==> src/rtl/fetch_unit.sv <==
// Two-state instruction fetch unit: requests a word at pc, holds it in IR for
// execution, then advances pc (sequential, branch or jump) on leaving EXEC.
module fetch_unit #(
  parameter logic [31:0] RESET_PC = 32'h0000_0000
) (
  input  logic        clk,
  input  logic        reset_n,
  output logic        imem_req,
  output logic [31:0] imem_addr,
  input  logic [31:0] imem_rdata,
  input  logic        imem_ready,
  input  logic        pc_src,
  input  logic        jump,
  input  logic        stall,
  output logic [31:0] instr,
  output logic        instr_valid,
  output logic [5:0]  opcode,
  output logic [5:0]  funct,
  output logic [31:0] imm_ext,
  output logic [31:0] pc,
  output logic [31:0] pc_plus4,
  output logic        state_dbg
);

  typedef enum logic {
    FETCH = 1'b0,
    EXEC  = 1'b1
  } state_t;

  state_t      state;
  state_t      state_next;
  logic [31:0] pc_q;
  logic [31:0] ir_q;
  logic [31:0] next_pc;
  logic        take_ir;
  logic        advance;

  // Handshake: a read completes in the cycle where imem_req=1 and imem_ready=1;
  // imem_addr is held until then, and imem_ready is ignored while imem_req=0.
  // Downstream consumes IR in a cycle where instr_valid=1 and stall=0.

  assign pc        = pc_q;
  assign pc_plus4  = pc_q + 32'd4;
  assign instr     = ir_q;
  assign opcode    = ir_q[31:26];
  assign funct     = ir_q[5:0];
  assign imm_ext   = {{16{ir_q[15]}}, ir_q[15:0]};
  assign imem_addr = pc_q;
  assign state_dbg = (state == EXEC);

  // Jump wins over branch; all arithmetic wraps at 32 bits.
  always_comb begin
    next_pc = pc_plus4;
    if (jump) begin
      next_pc = {pc_plus4[31:28], ir_q[25:0], 2'b00};
    end else if (pc_src) begin
      next_pc = pc_plus4 + {imm_ext[29:0], 2'b00};
    end
  end

  always_comb begin
    state_next  = state;
    imem_req    = 1'b0;
    instr_valid = 1'b0;
    take_ir     = 1'b0;
    advance     = 1'b0;
    case (state)
      FETCH: begin
        // Gated by reset_n so no request leaks out while reset is held.
        imem_req = reset_n;
        if (imem_ready) begin
          take_ir    = 1'b1;
          state_next = EXEC;
        end
      end
      EXEC: begin
        instr_valid = 1'b1;
        if (!stall) begin
          advance    = 1'b1;
          state_next = FETCH;
        end
      end
      default: state_next = FETCH;
    endcase
  end

  always_ff @(posedge clk or negedge reset_n) begin
    if (!reset_n) begin
      state <= FETCH;
      pc_q  <= RESET_PC;
      ir_q  <= 32'h0;
    end else begin
      state <= state_next;
      if (take_ir) begin
        ir_q <= imem_rdata;
      end
      if (advance) begin
        pc_q <= next_pc;
      end
    end
  end

endmodule

==> config.mk <==
export PLATFORM = sky130hd
export DESIGN_NAME = fetch_unit
export DESIGN_NICKNAME = d
export VERILOG_FILES = /design/src/rtl/fetch_unit.sv
export SDC_FILE = /design/constraint.sdc
export NUM_CORES = 1
export LEC_CHECK = 0
export CAP_MARGIN = 20
export CORE_ASPECT_RATIO = 1.2
export CORE_MARGIN = 10
export CORE_UTILIZATION = 46
export DETAILED_ROUTE_END_ITERATION = 6
export PLACE_DENSITY = 0.83
export SETUP_SLACK_MARGIN = 0.1
export SYNTH_ARGS = -nofsm -noshare
export SYNTH_HDL_FRONTEND = slang
export SYNTH_SLANG_ARGS = --single-unit
export TNS_END_PERCENT = 50
==> constraint.sdc <==
create_clock -name clk -period 4.5 [get_ports clk]
set_clock_uncertainty 0.05 [all_clocks]
set_input_delay 0.45 -clock clk [delete_from_list [all_inputs] [get_ports clk]]
set_output_delay 0.45 -clock clk [all_outputs]
set_load 0.02 [all_outputs]
==> metrics.md <==
| Metric | Value |
|---|---|
| Sw Ratio | 0.493 |
| Die X | 121 um |
| Hold crit path type | in2async |
| Hold WS | 0.482 ns |
| Post-CTS Setup Bufs | 0 |
| CP endpoint kind | flip-flop |
| Gate power share | 0.709 |
| Worst EP required | 4.67 ns |
| DR pass1 iterations | 5 |
| P_leak | 3.15 nW |
| Area delta synth->final | 34.1% |
| # DRC | 0 |
| Worst-Margin Slew | 1.06 ns |
| Final Max Tran Viols | 0 |
| Antenna Nets Post-Route | 0 |
| Seq/Total Area, Yosys | 0.280 |
| Fin crit share | 0.892 |
| Synth unique cells | 59 |
| Grt met2 use | 0.373 |
| Synth Area per Inst | 8.59 sq um |
| TritonCTS clock tree | built |
| Clock tree buffer depth | 2 |
| Max-cap violations | 0 |
| Starting Density | 0.466 |
| Synth area leaders | dfrtp_1 28%, buf_4 11%, ha_1 8.0% |
| Total Wirelength | 18300 um |
| Setup crit start kind | flip-flop |
| Mapped Area | 5620 sq um |
| Met1 Use GR | 0.220 |
| Met3 usage | 0.0427 |
| Total Routing Usage GR | 0.203 |
| HPWL after DPL | 14200 um |
| Fin crit period | 4.01 ns |
| Kind of critical path | reg2reg |
| P_int | 0.00304 W |
| Die area | 17100 sq um |
| First-pass GRT wire length | 28200 um |
| Largest area contributor in the synthesized netlist | dfrtp_1 |
| Switching Power | 0.00296 W |
| Post-synth EDFFs | 0 |
| RSZ-0062 raised after global routing | false |
| Post-synth top area share | 0.280 |
| Share of layout cells above drive strength 1 | 0.0950 |
| Gr busiest metal | met2 |
| Largest net degree at the start of global routing | 56 |
| Worst VDD drop | 0.409 mV |
| Predominant post-synthesis flop cell | dfrtp_1 |
| Filler instances | 1011 |
| Port Buffers | 206 |
| Worst Path Max Fanout | 8 |
| Yosys warning total | 0 |
| Clock sink total | 63 |
| Total clock buffers created by CTS | 9 |
| Final setup vio count | 0 |
| Final TNS setup | 0 ns |
| P per Cell Area | 796 nW/um^2 |
| Core box area | 12100 sq um |
| Overflow after GRT | 0 |
| Post-DR vias/cell | 5.58 |
| Worst Path Arrival | 4.18 ns |
| Cells after Synth | 655 |
| Initial antenna violation count | 0 |
| Flops & latches, synth | 63 |
| Commonest non-fill, non-tap cells in the layout | 204 x clkdlybuf4s50_1, 62 x dfrtp_1, 59 x nand2_1, 45 x a21oi_1, 41 x nor2_1 |
| Final Hold Fails | 0 |
| Num ports | 213 |
| Fmax | 0.249 GHz |
| Die Y | 141 um |
| H-tree depth | 3 |
| GP Congestion | 0.908 |
| Most common cell after layout, fill and taps aside | clkdlybuf4s50_1 |
| Initial DRC Count | 283 |
| Rows | 44 |
| Nets | 850 |
| Flop pwr share | 0.185 |
| Worst-Skew Late Latency | 0.33 ns |
| Number of global-route vias before repair | 5254 |
| Clock Power Share | 0.106 |
| Status | complete, no violations |
| Slew headroom | 0.295 |
| Clock-pin slew on the worst setup and hold paths | 0.06 ns |
| Ys async rst share | 1.00 |
| DR WL/cell | 19.5 um |
| Ant. Diodes | 0 |
| Via count | 5243 |
| CTS root buf | clkbuf_16 |
layer usage:
| layer | share of wire | vias up |
|---|---|---|
| li1 | - | 2476 |
| met1 | 0.38 | 2550 |
| met2 | 0.54 | 185 |
| met3 | 0.059 | 32 |
| met4 | 0.027 | 0 |
| met5 | 0 | - |
registers in the layout (all words and copies together), names as in the netlist:
signal     flops
imem_addr     30
instr         32
state_dbg      1
kinds of logic after synthesis:
family / Yosys count / share of synthesized area
AND/OR/NAND/NOR: 188 / 0.164
multiplexers: 39 / 0.0768
flip-flops: 63 / 0.280
adder cells (fa/ha/maj): 37 / 0.0836
AO/OA/AOI/OAI: 158 / 0.182
buffers and inverters: 117 / 0.132
other: 1 / 0.000667
XOR/XNOR: 52 / 0.0810
cell type report:
cell class	instances	area, sq um	area share
Multi-Input combinational cell	480	3360	0.446
Timing Repair Buffer	213	2110	0.279
Sequential cell	63	1580	0.209
Clock buffer	11	243	0.0322
Tap cell	161	201	0.0267
Inverter	8	30.0	0.00398
Clock inverter	4	22.5	0.00299
what timing repair did:
| action | CTS | global route |
|---|---|---|
| endpoints found under the hold margin | 8 | 0 |
| setup endpoints to repair | 0 | 2 |
| hold buffers | 1 | 0 |
| gates resized for setup | 0 | 8 |
cells in the mapped netlist, types with 5 or more instances:
cell,instances
inv_1,8
ha_1,36
xor2_1,25
dfrtp_1,63
a21o_1,16
mux2_2,32
nor2_1,43
and2_1,5
nand4_1,11
a211oi_1,11
and3_1,16
o21ai_1,9
nor3_1,10
or3_1,7
nand2_1,59
mux2i_1,6
buf_4,81
nand3_1,15
nor2b_1,9
a31oi_1,5
a21oi_1,45
o21ai_0,39
xnor2_1,27
clkbuf_1,26
power by group through the flow:
| stage | combinational, W | clock, W | sequential, W |
|---|---|---|---|
| 2_1_floorplan | 0.00265 | 0 | 0.00126 |
| 3_3_place_gp | 0.00416 | 0 | 0.00110 |
| 3_5_place_dp | 0.00423 | 0 | 0.00111 |
| 4_1_cts | 0.00425 | 0.000645 | 0.00110 |
| 5_1_grt | 0.00456 | 0.000666 | 0.00115 |
| 6_report | 0.00425 | 0.000635 | 0.00111 |
critical path, cell delays in order (launching register included):
cell and delay [ns]:
dfrtp_1 0.42, ha_1 0.24, nand4_1 0.15, nor2_2 0.20, and2_1 0.19, inv_1 0.06, nor2_2 0.19, and3_1 0.28
xor2_2 0.20, ha_2 0.36, a21oi_1 0.17, o21ai_1 0.10, nor4_1 0.18, nor4_1 0.10, a211oi_1 0.26, o41ai_2 0.13
xor2_1 0.17, a211oi_1 0.25, nor2_1 0.09, xnor2_1 0.12
final timing paths:
kind | startpoint | to | slack (ns) | cells after the start
min in group clk | instr[29] | instr[29] | 0.48 | 1
setup / recovery | imem_addr[3] | imem_addr[31] | 0.49 | 19
hold reg to reg | instr[29] | instr[29] | 0.48 | 1
hold / removal | reset_n | instr[20] | 0.48 | 2
max in group asynchronous | reset_n | imem_addr[2] | 2.86 | 3
setup reg to reg | imem_addr[3] | imem_addr[31] | 0.49 | 19
through the flow:
stage	setup slack (ns)	area (sq um)	total power, W	util	std cells
2_1_floorplan	0.299	5640	0.00391	-	660
3_3_place_gp	0.440	7230	0.00526	0.600	924
3_5_place_dp	0.299	7230	0.00534	0.600	924
4_1_cts	0.292	7510	0.00600	0.623	940
5_1_grt	0.118	7540	0.00637	0.626	940
6_report	0.486	7540	0.00600	0.626	940
Power figures use the tool's default switching activity.
